**src/rtl/bit_serializer.sv**
```systemverilog
// bit_serializer: parallel-to-serial front end for the sequence detector.
// Accepts WIDTH-bit words over valid/ready and shifts them out one bit per
// clock. A one-word holding register lets consecutive words stream with no
// gap. frame_start / frame_end mark the first and last bit of each word.
module bit_serializer #(
    parameter int WIDTH      = 8,    // 2..32
    parameter bit MSB_FIRST  = 1'b1, // 1: bit WIDTH-1 leaves first
    parameter bit IDLE_LEVEL = 1'b0  // serial_out level when no word is shifting
) (
    input  logic             clk,
    input  logic             reset,        // synchronous, active-low
    input  logic [WIDTH-1:0] data_in,
    input  logic             data_valid,
    output logic             data_ready,
    output logic             serial_out,
    output logic             serial_valid,
    output logic             frame_start,
    output logic             frame_end
);

    localparam int                CNT_W    = (WIDTH > 1) ? $clog2(WIDTH) : 1;
    localparam logic [CNT_W-1:0] CNT_LAST = CNT_W'(WIDTH - 1);

    typedef enum logic {
        ST_IDLE  = 1'b0,
        ST_SHIFT = 1'b1
    } state_t;

    state_t           state_q, state_d;
    logic [WIDTH-1:0] sr_q, sr_d;     // word being shifted out
    logic [CNT_W-1:0] cnt_q, cnt_d;   // index of the bit currently presented
    logic [WIDTH-1:0] hr_q, hr_d;     // next word, waiting for the current one to end
    logic             hf_q, hf_d;     // hr_q holds a word
    logic             so_q, so_d;
    logic             sv_q, sv_d;
    logic             fs_q, fs_d;
    logic             fe_q, fe_d;

    logic accept;

    // Move the shift register one place toward its output end.
    function automatic logic [WIDTH-1:0] shift_once(input logic [WIDTH-1:0] sr);
        if (MSB_FIRST) shift_once = {sr[WIDTH-2:0], 1'b0};
        else           shift_once = {1'b0, sr[WIDTH-1:1]};
    endfunction

    // The bit sitting at the output end of the shift register.
    function automatic logic out_bit(input logic [WIDTH-1:0] sr);
        if (MSB_FIRST) out_bit = sr[WIDTH-1];
        else           out_bit = sr[0];
    endfunction

    // Ready depends only on the holding flag, so there is no valid->ready path.
    assign data_ready = ~hf_q;
    assign accept     = data_valid & data_ready;

    // Next-state logic: word loading, shifting, holding-register hand-off.
    always_comb begin
        // NOTE: every variable gets a default first so no path leaves it unassigned (no latch).
        state_d = state_q;
        sr_d    = sr_q;
        cnt_d   = cnt_q;
        hr_d    = hr_q;
        hf_d    = hf_q;

        case (state_q)
            ST_IDLE: begin
                if (accept) begin
                    sr_d    = data_in;
                    cnt_d   = '0;
                    state_d = ST_SHIFT;
                end
            end
            ST_SHIFT: begin
                if (cnt_q == CNT_LAST) begin
                    // Word end: the held word has priority; ready is low while it waits.
                    if (hf_q) begin
                        sr_d  = hr_q;
                        cnt_d = '0;
                        hf_d  = 1'b0;
                    end else if (accept) begin
                        sr_d  = data_in;
                        cnt_d = '0;
                    end else begin
                        sr_d    = '0;
                        cnt_d   = '0;
                        state_d = ST_IDLE;
                    end
                end else begin
                    sr_d  = shift_once(sr_q);
                    cnt_d = cnt_q + CNT_W'(1);
                    if (accept) begin
                        hr_d = data_in;
                        hf_d = 1'b1;
                    end
                end
            end
            default: begin
                state_d = ST_IDLE;
            end
        endcase
    end

    // Output flops take the values that the post-edge state will present.
    always_comb begin
        sv_d = (state_d == ST_SHIFT);
        so_d = sv_d ? out_bit(sr_d) : IDLE_LEVEL;
        fs_d = sv_d && (cnt_d == '0);
        fe_d = sv_d && (cnt_d == CNT_LAST);
    end

    // State register with synchronous active-low reset; a partial word is discarded.
    always_ff @(posedge clk) begin
        // NOTE: sequential state uses non-blocking assignments so all flops update together.
        if (!reset) begin
            state_q <= ST_IDLE;
            sr_q    <= '0;
            cnt_q   <= '0;
            hr_q    <= '0;
            hf_q    <= 1'b0;
            so_q    <= IDLE_LEVEL;
            sv_q    <= 1'b0;
            fs_q    <= 1'b0;
            fe_q    <= 1'b0;
        end else begin
            state_q <= state_d;
            sr_q    <= sr_d;
            cnt_q   <= cnt_d;
            hr_q    <= hr_d;
            hf_q    <= hf_d;
            so_q    <= so_d;
            sv_q    <= sv_d;
            fs_q    <= fs_d;
            fe_q    <= fe_d;
        end
    end

    assign serial_out   = so_q;
    assign serial_valid = sv_q;
    assign frame_start  = fs_q;
    assign frame_end    = fe_q;

endmodule

```
**config.mk**
```make
export PLATFORM = sky130hd
export DESIGN_NAME = bit_serializer
export DESIGN_NICKNAME = d
export VERILOG_FILES = /design/src/rtl/bit_serializer.sv
export SDC_FILE = /design/constraint.sdc
export NUM_CORES = 1
export LEC_CHECK = 0
export ABC_AREA = 0
export CELL_PAD_IN_SITES_DETAIL_PLACEMENT = 0
export CELL_PAD_IN_SITES_GLOBAL_PLACEMENT = 2
export CORE_UTILIZATION = 31
export CTS_BUF_LIST = sky130_fd_sc_hd__clkbuf_4 sky130_fd_sc_hd__clkbuf_8
export CTS_CLUSTER_DIAMETER = 40
export DETAILED_ROUTE_END_ITERATION = 10
export PLACE_DENSITY_LB_ADDON = 0.1
export SETUP_SLACK_MARGIN = 0.2
export SLEW_MARGIN = 25
export SYNTH_ARGS = -nofsm -noshare
export SYNTH_HDL_FRONTEND = slang
export SYNTH_SLANG_ARGS = --single-unit
```
**constraint.sdc**
```tcl
create_clock -name clk -period 1.69 [get_ports clk]
set_input_delay 0.4225 -clock clk [delete_from_list [all_inputs] [get_ports clk]]
set_output_delay 0.4225 -clock clk [all_outputs]
set_load 0.005 [all_outputs]
```
After elaboration in Yosys (flattened, before gate mapping) --
Cells that the tools add are included.
Cells by class: $add $sub $neg 1, eq/ne operators 3, muxes and demuxes 14, bitwise gates (word level) 4, reduce and logical (&&, ||, !) cells 7
Operators with widths (number):
- $mux W8 | 4
- $pmux W8 S2 | 1
- $eq A3 B3 Y1 const B | 2
- $mux W3 | 2
- $pmux W3 S2 | 1
- $mux W1 | 5
- $reduce_and A2 Y1 | 2
- $add A3 B1 Y3 const B | 1
- $logic_not A3 Y1 | 1
- $not A1 Y1 | 3
- $reduce_and A3 Y1 | 1
- $logic_and A1 B1 Y1 | 2
- $ne A2 B2 Y1 const B | 1
- $pmux W1 S2 | 1
- $reduce_bool A2 Y1 | 1
- $and A1 B1 Y1 | 1
Word-level totals: bits in registers 24, input bits 11, output and inout port bits 5

Depth between registers and ports, before layout --
Gate-level depths: netlist of run 1.
word-level depth 7, mapped depth 7

Least setup slack after synthesis of run 1 --
OpenSTA, ideal clock, no wires.
kind register to register, start reg cnt_q[0], end reg hr_q[0], library setup time 0.128 ns, data arrival time 1.442 ns, required time 1.562 ns, slack 0.120 ns, stages on the path, launching flop included 8, path buffers 2, clock period less this slack 1.570 ns, cell sequence dfxtp_1 ha_1 ha_1 buf_6 and4bb_2 buf_6 mux2i_1 nor2_1
Between the ends: word-level cells in the longest chain between the ends 3
RTL lines:
- from (decl) | line 31 | logic [CNT_W-1:0] cnt_q, cnt_d;
- from (signal assigned) | line 128 | cnt_q <= cnt_d;
- $eq A3 B3 Y1 | line 75 | if (cnt_q == CNT_LAST) begin
- $not A1 Y1 (no line)
- $reduce_and A3 Y1 (no line)
- to (signal assigned) | line 129 | hr_q <= hr_d;
- to (decl) | line 32 | logic [WIDTH-1:0] hr_q, hr_d;
Every way passes these cells. A chain may end at the register's enable or synchronous reset.

Worst setup path after layout of run 1 --
start reg cnt_q[0], end reg sr_q[5]
Between the ends: word-level cells in the longest chain between the ends 3
RTL lines:
- $eq A3 B3 Y1 | line 75
- $mux W8 | line 75
- $pmux W8 S2 | line 66 | case (state_q)
- to (signal assigned) | line 127 | sr_q <= sr_d;
- to (decl) | line 30 | logic [WIDTH-1:0] sr_q, sr_d;
Every way passes these cells.

==> impl_metrics.yaml, run 1 <==
power_and_ir_drop:
  ir_worst_vdd_mv: 0.237
  power_frac_comb: 0.188
  p_clk_frac: 0.324
  seq_power_share: 0.489
  internal_power_mw: 0.930
  switchingPower_mw: 0.328
  swShare: 0.260
  leakage_nw: 0.659
  total_power_mw: 1.26
  p_per_area_nw_per_um2: 768
floorplanning:
  die_area_um2: 4240
  dieHeight_um: 65.2
  row_count: 22
  start_util: 0.330
  num_io_pins: 16
  core_area_um2: 3740
  die_x_um: 65.2
synthesis:
  yosys_register_bits: 24
  synth.largest_area_cell: "dfxtp_1"
  synth_xor_area_frac: 0
  avgSynthCellArea_um2: 9.02
  syn_nets: 150
  synth_seq_area_share: 0.389
  yosys.area_share.simple: 0.258
  yosysTopAreaCellShare: 0.389
  synth_top_family_by_area: "simple AND/OR/NAND/NOR gates"
  ys_top_cells_by_area: "dfxtp_1 (39%), mux2i_1 (6.5%), buf_6 (6.4%)"
  synthCells: 137
  yosys_warnings: 0
  synth_adder_area_share: 0.0202
  muxShareOfSynthArea: 0.0739
  synth_compound_area_frac: 0.172
  synth.distinct_cells: 34
  post_synth_instance_area_um2: 1240
finish:
  area_delta_synth_final_pct: 32.4
  nets: 182
  diodes: 0
  post-route-util: 0.437
  drive_gt1_frac: 0.244
sta:
  period_share: 0.897
  hold_viol: 0
  slew_headroom: 0.793
  min_period_ns: 1.52
  setup_violations: 0
  max_freq_ghz: 0.660
  maxSlewViolCount: 0
  tightestPinTransition_ns: 0.306
  rsz0062_at_grt: "true"
  finClkSkew_ns: 0.00110
drt:
  firstDrtPassIters: 4
  dr_total_vias: 1075
  top_layer_used: "met4"
  wire_per_inst_um: 14.3
  viasPerCell: 4.98
  postRouteAntennaNets: 0
  drc: 0
  drt_iter0_drc: 86
  wl_met3_um: 79
  met2_length_um: 1410
  wl_um: 3090
  drt-met1-wl_um: 1540
global_routing:
  grt_start_max_net_pins: 37
  grt_antenna_before_repair: 0
  grt_pass1_vias: 1052
  grt_use_total: 0.164
  overflow: 0
  grt_pass1_wl_um: 5290
critical_path:
  reg2reg_depth: 7
  reg2reg_setup_slack_ns: 0.17
  reg2reg_to: "sr_q[5]"
  cp-end-kind: "register"
  reg2reg_from: "cnt_q[0]"
  critPathKind: "register to register"
  cp_data_arrival_time_ns: 1.69
  cp-startpoint: "cnt_q[0]"
  cp-start-kind: "register"
  crit_end: "sr_q[5]"
  crit_required_ns: 1.86
  crit_fanout: 6
cts:
  root_buffer: "clkbuf_8"
  cts_max_level: 1
  cts_buffer_depth: 2
  clk_pin_slew_ns: 0.09
  cts_tree: "built"
  cts_inserted_buffers: 3
  clk_latency_ns: 0.27
  clock-sinks: 24
status:
  outcome: "complete, no violations"
job:
  cap_violations: 0
placed_design:
  dpl.hpwl_um: 2000
  io_buffers: 15
  gp_congestion: 0.725
min_path:
  hp-class: "register to register"
-- Yosys cell counts (all sizes together) --
| master | n |
|---|---|
| clkbuf | 3 |
| o21ai | 4 |
| buf | 9 |
| nor2b | 2 |
| nand2b | 12 |
| a2bb2oi | 1 |
| nor2 | 11 |
| and3 | 7 |
| nand2 | 10 |
| o22ai | 7 |
| a21oi | 9 |
| mux2i | 8 |
| nor3b | 1 |
| o311ai | 1 |
| nand3 | 8 |
| a311oi | 1 |
| ha | 2 |
| mux2 | 1 |
| dfxtp | 24 |
| and4bb | 1 |
| and2 | 2 |
| a31oi | 1 |
| inv | 1 |
| nor4 | 1 |
| o31a | 6 |
| a211oi | 1 |
| o21a | 1 |
| and4 | 1 |
| clkinv | 1 |
-- routing by layer --
metal / global-route usage / vias to the layer above
met5: 0 / -
met3: 0.0226 / 7
met2: 0.241 / 17
met4: 0.0598 / 0
met1: 0.241 / 499
li1: - / 552
-- how the worst min path moves through the flow --
stage	endpoint	depth (start not counted)	startpoint	slack, ns
2_1_floorplan	hr_q[7]	2	hr_q[7]	0.45
3_3_place_gp	hr_q[0]	2	hr_q[0]	0.47
3_5_place_dp	hr_q[7]	2	hr_q[7]	0.48
4_1_cts	hr_q[7]	2	hr_q[7]	0.50
5_1_grt	hr_q[2]	2	hr_q[2]	0.54
6_report	hr_q[7]	2	hr_q[7]	0.50
-- metrics by stage --
step	instance area [µm²]	TNS [ns]	hold slack, ns	setup slack (ns)	cells
final	1640	0	0.497	0.175	216
after global routing	1640	0	0.539	0.108	216
after CTS	1610	0	0.501	0.164	213
after detailed placement	1480	-0.775	0.480	-0.0629	201
after global placement	1480	-0.194	0.467	-0.0266	201
after floorplan	1260	0	0.452	0.194	137
-- power groups by stage --
stage | combinational [mW] | sequential (mW) | clock (mW)
after floorplan | 0.142 | 0.627 | 0
after global placement | 0.220 | 0.629 | 0
after detailed placement | 0.221 | 0.629 | 0
after CTS | 0.228 | 0.614 | 0.413
after global routing | 0.259 | 0.619 | 0.443
final | 0.236 | 0.614 | 0.407
-- registers in the layout, indices dropped and copies added (netlist names) --
| signal | flops |
|---|---|
| cnt_q | 3 |
| hf_q | 1 |
| frame_start | 1 |
| sr_q | 8 |
| serial_out | 1 |
| hr_q | 8 |
| serial_valid | 1 |
| frame_end | 1 |
-- timing repair --
item | 4_1_cts | 5_1_grt
resized for setup | 10 | 4
cloned | 0 | 1
setup buffers | 8 | 2
pin swaps | 1 | 3
endpoints found under the setup margin | 13 | 17
hold buffers | 0 | 0
-- kinds of logic after synthesis --
group,after synthesis
muxes,9
AOI/OAI and AO/OA,32
buffers and inverters,14
DFF,24
and+or+nand+nor,56
adders and majority gates,2
-- cell type report --
type,instances,area [µm²]
timing repair buffer,38,343
inverter,2,7.51
tap,48,60.1
sequential,24,489
clock buffer,4,55.1
fill,382,2110
multi-input combinational,100,682
-- placed cells by master (no fill, tap or decap), drive strengths merged --
| cell type | instances |
|---|---|
| a211oi | 1 |
| a21oi | 9 |
| a2bb2oi | 1 |
| a311oi | 1 |
| a31oi | 1 |
| and2 | 2 |
| and3 | 7 |
| and4 | 1 |
| and4bb | 1 |
| buf | 23 |
| clkbuf | 4 |
| clkdlybuf4s50 | 9 |
| clkinv | 1 |
| dfxtp | 24 |
| dlygate4sd2 | 4 |
| dlymetal6s2s | 2 |
| ha | 2 |
| inv | 1 |
| mux2 | 1 |
| mux2i | 8 |
| nand2 | 10 |
| nand2b | 12 |
| nand3 | 8 |
| nor2 | 11 |
| nor2b | 3 |
| nor3b | 1 |
| nor4 | 1 |
| o21a | 1 |
| o21ai | 4 |
| o22ai | 7 |
| o311ai | 1 |
| o31a | 6 |
-- critical path: stages (launching register included) --
cell     delay [ns]
dfxtp_4        0.37
ha_4           0.16
ha_4           0.18
buf_4          0.16
buf_4          0.13
nand3_1        0.07
a21oi_1        0.06
o31a_1         0.28
Power figures use the tool's default switching activity.
==> inputs of run 2 (changes only) <==
--- a/config.mk
+++ b/config.mk
@@ -7,4 +7,5 @@
 export LEC_CHECK = 0
 export ABC_AREA = 0
+export ABC_CLOCK_PERIOD_IN_PS = 1690
 export CELL_PAD_IN_SITES_DETAIL_PLACEMENT = 0
 export CELL_PAD_IN_SITES_GLOBAL_PLACEMENT = 2
@@ -15,5 +16,4 @@
 export PLACE_DENSITY_LB_ADDON = 0.1
 export SETUP_SLACK_MARGIN = 0.2
-export SLEW_MARGIN = 25
 export SYNTH_ARGS = -nofsm -noshare
 export SYNTH_HDL_FRONTEND = slang
==> constraint.sdc (replaced) <==
create_clock -name clk -period 1.69 [get_ports clk]
set_input_delay 0.4225 -clock clk [delete_from_list [all_inputs] [get_ports clk]]
set_output_delay 0.4225 -clock clk [all_outputs]
set_load 0.02 [all_outputs]
==> run 2 against run 1 <==
  * Worst setup slack better by 0.024 ns
  * Sequential share of layout area increased by 0.66 points
  * Largest power group unchanged
  * First-iteration DRC count is 15% lower
  * Final area down 2.9%
  * Sequential power hardly changed
  * Clock-buffer cell count unchanged
  * Hold slack worse by 0.0024 ns
  * Utilization shrank 1.3 points
  * Register-to-register slack better by 0.02 ns
  * Flip-flop and latch count unchanged
  * Clock skew up 0.00089 ns
  * Clock power down 4%
==> impl_metrics.yaml, run 2 (synthesis results as in run 1) <==
status:
  outcome: "complete, no violations"
drt:
  wire_per_inst_um: 14.3
  drc: 0
  drt_iter0_drc: 73
  dr_total_vias: 1068
  met2_length_um: 1330
  firstDrtPassIters: 4
  top_layer_used: "met4"
  wl_um: 3000
  postRouteAntennaNets: 0
  drt-met1-wl_um: 1540
  viasPerCell: 5.09
  wl_met3_um: 109
floorplanning:
  dieHeight_um: 65.2
  row_count: 22
  die_area_um2: 4240
  num_io_pins: 16
  core_area_um2: 3740
  start_util: 0.330
  die_x_um: 65.2
power_and_ir_drop:
  ir_worst_vdd_mv: 0.398
  internal_power_mw: 0.926
  swShare: 0.255
  p_clk_frac: 0.314
  switchingPower_mw: 0.318
  total_power_mw: 1.24
  leakage_nw: 0.612
  p_per_area_nw_per_um2: 783
  power_frac_comb: 0.191
  seq_power_share: 0.495
critical_path:
  cp_data_arrival_time_ns: 1.65
  critPathKind: "register to register"
  cp-end-kind: "register"
  reg2reg_setup_slack_ns: 0.20
  crit_required_ns: 1.84
  crit_fanout: 6
  cp-start-kind: "register"
  cp-startpoint: "cnt_q[0]"
  reg2reg_from: "cnt_q[0]"
sta:
  rsz0062_at_grt: "true"
  setup_ws_ns: 0.198
  maxSlewViolCount: 0
  setup_violations: 0
  slew_headroom: 0.760
  tightestPinTransition_ns: 0.355
  finClkSkew_ns: 0.00200
  hold_viol: 0
  period_share: 0.883
  max_freq_ghz: 0.670
  min_period_ns: 1.49
min_path:
  hp-class: "register to register"
  hold_path.startpoint: "hr_q[7]"
finish:
  top_regs: "hr_q x8, sr_q x8, cnt_q x3"
  final_cell_count_no_fill: 210
  area_delta_synth_final_pct: 28.5
  final_common_cell: "dfxtp_1"
  nets: 176
  layout_common_cells: "dfxtp_1 (22), buf_4 (14), nand2b_1 (11), nor2_1 (11)"
  diodes: 0
  drive_gt1_frac: 0.204
cts:
  clock-sinks: 24
  clk_latency_ns: 0.26
  cts_buffer_depth: 2
  cts_tree: "built"
  clk_pin_slew_ns: 0.08
  root_buffer: "clkbuf_8"
  cts_inserted_buffers: 3
  cts_max_level: 1
placed_design:
  dpl.hpwl_um: 2100
  gp_congestion: 0.755
  dp_cells: 202
  io_buffers: 15
  pre_cts_slack_ns: -0.0460
global_routing:
  grt_use_total: 0.158
  grt_pass1_vias: 1017
  grt_antenna_before_repair: 0
  grt_pass1_wl_um: 5040
  grt_start_max_net_pins: 31
  overflow: 0
job:
  cap_violations: 0
==> run 2: through the flow <==
step / utilization / hold WS (ns) / cell area (µm²) / TNS [ns]
5_1_grt: 0.424 / 0.531 / 1590 / 0
6_report: 0.424 / 0.495 / 1590 / 0
3_3_place_gp: 0.402 / 0.467 / 1500 / -0.173
4_1_cts: 0.419 / 0.506 / 1570 / 0
2_1_floorplan: - / 0.452 / 1260 / 0
3_5_place_dp: 0.402 / 0.481 / 1500 / -0.450
==> run 2: final timing paths <==
| path | end | cells after the start |
|---|---|---|
| worst min register to register | hr_q[7] | 2 |
| worst min-delay path | hr_q[7] | 2 |
| worst max register to register | hr_q[6] | 6 |
| worst max-delay path | hr_q[6] | 6 |
==> run 2: metal layers <==
layer / GRT usage / vias to the layer above
met5: 0 / -
met4: 0.0245 / 0
met3: 0.0382 / 2
met2: 0.250 / 23
met1: 0.221 / 509
li1: - / 534
==> run 2: timing repair <==
action	CTS	global route
hold buffers	0	0
setup buffers	2	2
resized for setup	5	5
setup endpoints to repair	13	18
==> run 2: critical path: stages, from the launching register on <==
cell	delay [ns]
dfxtp_4	0.37
ha_4	0.16
ha_4	0.18
and4bb_2	0.32
buf_6	0.13
mux2i_1	0.18
nor2_1	0.05
==> run 2: cell type report <==
| type | count | area, µm² |
|---|---|---|
| Inverter | 2 | 7.51 |
| Timing Repair Buffer | 33 | 308 |
| Clock buffer | 4 | 55.1 |
| Tap cell | 48 | 60.1 |
| Fill cell | 399 | 2150 |
| Multi-Input combinational cell | 99 | 673 |
| Sequential cell | 24 | 485 |
==> run 2: power by group through the flow <==
stage / logic, mW / clock network [mW] / registers, mW
final: 0.238 / 0.391 / 0.616
after global routing: 0.262 / 0.429 / 0.620
after CTS: 0.232 / 0.412 / 0.617
after detailed placement: 0.236 / 0 / 0.630
after global placement: 0.234 / 0 / 0.629
after floorplan: 0.144 / 0 / 0.634
==> inputs of run 3 (changes only) <==
--- a/config.mk
+++ b/config.mk
@@ -10,4 +10,5 @@
 export CELL_PAD_IN_SITES_DETAIL_PLACEMENT = 0
 export CELL_PAD_IN_SITES_GLOBAL_PLACEMENT = 2
+export CORE_ASPECT_RATIO = 1.1
 export CORE_UTILIZATION = 31
 export CTS_BUF_LIST = sky130_fd_sc_hd__clkbuf_4 sky130_fd_sc_hd__clkbuf_8
==> constraint.sdc (replaced) <==
create_clock -name clk -period 1.69 [get_ports clk]
set_input_delay 0.4225 -clock clk [delete_from_list [all_inputs] [get_ports clk]]
set_output_delay 0.4225 -clock clk [all_outputs]
set_load 0.01 [all_outputs]
==> run 3 against run 2 <==
  * Worst setup slack got worse by 0.021 ns
  * Largest power group unchanged
  * Highest routed layer unchanged
  * Utilization fell by 0.67 points
  * Global-route usage up 0.098 points
  * Non-clock buffer count decreased by 4
  * Power is essentially flat
  * Critical path depth stayed put
  * Combinational power is 5% lower
  * Clock power up 3%
  * Critical path type unchanged
  * Die area about the same
==> impl_metrics.yaml, run 3 (synthesis results as in run 1) <==
status:
  outcome: "complete, no violations"
floorplanning:
  die_x_um: 62.2
  die_area_um2: 4240
  row_count: 23
  core_area_um2: 3740
  start_util: 0.330
  dieHeight_um: 68.2
  num_io_pins: 16
critical_path:
  cp.depth: 6
  reg2reg_setup_slack_ns: 0.18
  crit_buf_inv: 1
  cp-end-kind: "register"
  reg2reg_depth: 6
  crit_family: "flip-flops"
  reg2reg_to: "hr_q[2]"
  critPathKind: "register to register"
  cp-start-kind: "register"
  cp_data_arrival_time_ns: 1.68
  crit_top_cell: "ha_4"
  crit_fanout: 8
  crit_slowest_cell: "dfxtp_4"
  crit_end: "hr_q[2]"
  crit_required_ns: 1.86
  cp-startpoint: "cnt_q[0]"
  slowest_delay_ns: 0.37
  cp_cell_sequence: "ha_4 -> ha_4 -> and4bb_2 -> buf_12 -> mux2i_2 -> nor2_1"
  reg2reg_from: "cnt_q[0]"
global_routing:
  met3_usage: 0.0217
  grt_pass1_wl_um: 5100
  met1_usage: 0.208
  busiest_layer: "met2"
  grt_pass1_vias: 1001
  grtUsageMet2: 0.273
  grt_start_max_net_pins: 37
  grt_use_total: 0.159
  overflow: 0
  grt_antenna_before_repair: 0
finish:
  layout_common_cells: "dfxtp_1 (21), buf_4 (12), nand2b_1 (11), nor2_1 (11)"
  final_common_cell: "dfxtp_1"
  area_delta_synth_final_pct: 26.4
  diodes: 0
  top_regs: "hr_q x8, sr_q x8, cnt_q x3"
  post-route-util: 0.418
  nets: 172
  drive_gt1_frac: 0.190
  final_area_um2: 1560
placed_design:
  dpl-instance-area_um2: 1500
  io_buffers: 15
  dpl.hpwl_um: 2050
  gp_congestion: 0.741
sta:
  rsz0062_at_grt: "true"
  min_period_ns: 1.51
  setup_violations: 0
  tightestPinTransition_ns: 0.290
  maxSlewViolCount: 0
  slew_headroom: 0.804
  max_freq_ghz: 0.661
  hold_viol: 0
  whs_ns: 0.498
  period_share: 0.895
  finClkSkew_ns: 0.00379
drt:
  wl_um: 3040
  dr_total_vias: 1023
  viasPerCell: 4.92
  drc: 0
  drt_iter0_drc: 37
  wire_per_inst_um: 14.6
  postRouteAntennaNets: 0
  firstDrtPassIters: 4
cts:
  holdBufCountCts: 0
  clock-sinks: 24
  root_buffer: "clkbuf_8"
  cts_tree: "built"
  cts_inserted_buffers: 3
  clk_latency_ns: 0.27
  clk_pin_slew_ns: 0.09
  cts_max_level: 1
  cts_buffer_depth: 2
power_and_ir_drop:
  ir_worst_vdd_mv: 0.285
  p_per_area_nw_per_um2: 797
  leakage_nw: 0.589
min_path:
  hold_path.startpoint: "hr_q[0]"
  hp-class: "register to register"
job:
  cap_violations: 0
==> run 3: cell type report <==
| type | count | area (µm²) |
|---|---|---|
| fill | 392 | 2180 |
| multi-input combinational | 99 | 677 |
| sequential | 24 | 487 |
| timing repair buffer | 29 | 274 |
| tap | 50 | 62.6 |
| clock buffer | 4 | 55.1 |
| inverter | 2 | 7.51 |
==> run 3: metal layers <==
layer	wire length, µm	part of all wire
met5	0	0
met1	1520	0.50
met4	19	0.0063
met2	1430	0.47
met3	65	0.021
==> run 3: stage by stage <==
stage | std cells | worst slack, ns | power [mW] | TNS [ns]
global route | 208 | 0.0996 | 1.31 | 0
detailed placement | 203 | -0.0377 | 0.861 | -0.320
CTS | 208 | 0.192 | 1.26 | 0
global placement | 203 | -0.0276 | 0.860 | -0.127
floorplan | 137 | 0.194 | 0.773 | 0
finish | 208 | 0.178 | 1.24 | 0
==> run 3: worst min-delay path by stage <==
stage                          to  slack, ns  cells past startpoint
after global routing      hr_q[0]       0.52                      2
after detailed placement  hr_q[0]       0.48                      2
after global placement    hr_q[7]       0.47                      2
final                     hr_q[0]       0.50                      2
after floorplan           hr_q[7]       0.45                      2
after CTS                 hr_q[0]       0.51                      2
==> run 3: worst reg2reg max path: stages, from the launching register on <==
cell      delay [ns]
dfxtp_4         0.37
ha_4            0.16
ha_4            0.17
and4bb_2        0.32
buf_12          0.15
mux2i_2         0.20
nor2_1          0.05
==> run 3: where the power goes <==
group | switching, mW | total (mW) | internal, mW
clock | 0.193 | 0.402 | 0.208
sequential | 0.0185 | 0.616 | 0.598
combinational | 0.110 | 0.227 | 0.117
total | 0.322 | 1.24 | 0.923
==> run 3: what timing repair did <==
item	4_1_cts	5_1_grt
gates resized for setup	5	4
setup endpoints to repair	12	10
pin swaps	0	4
buffers inserted	1	0
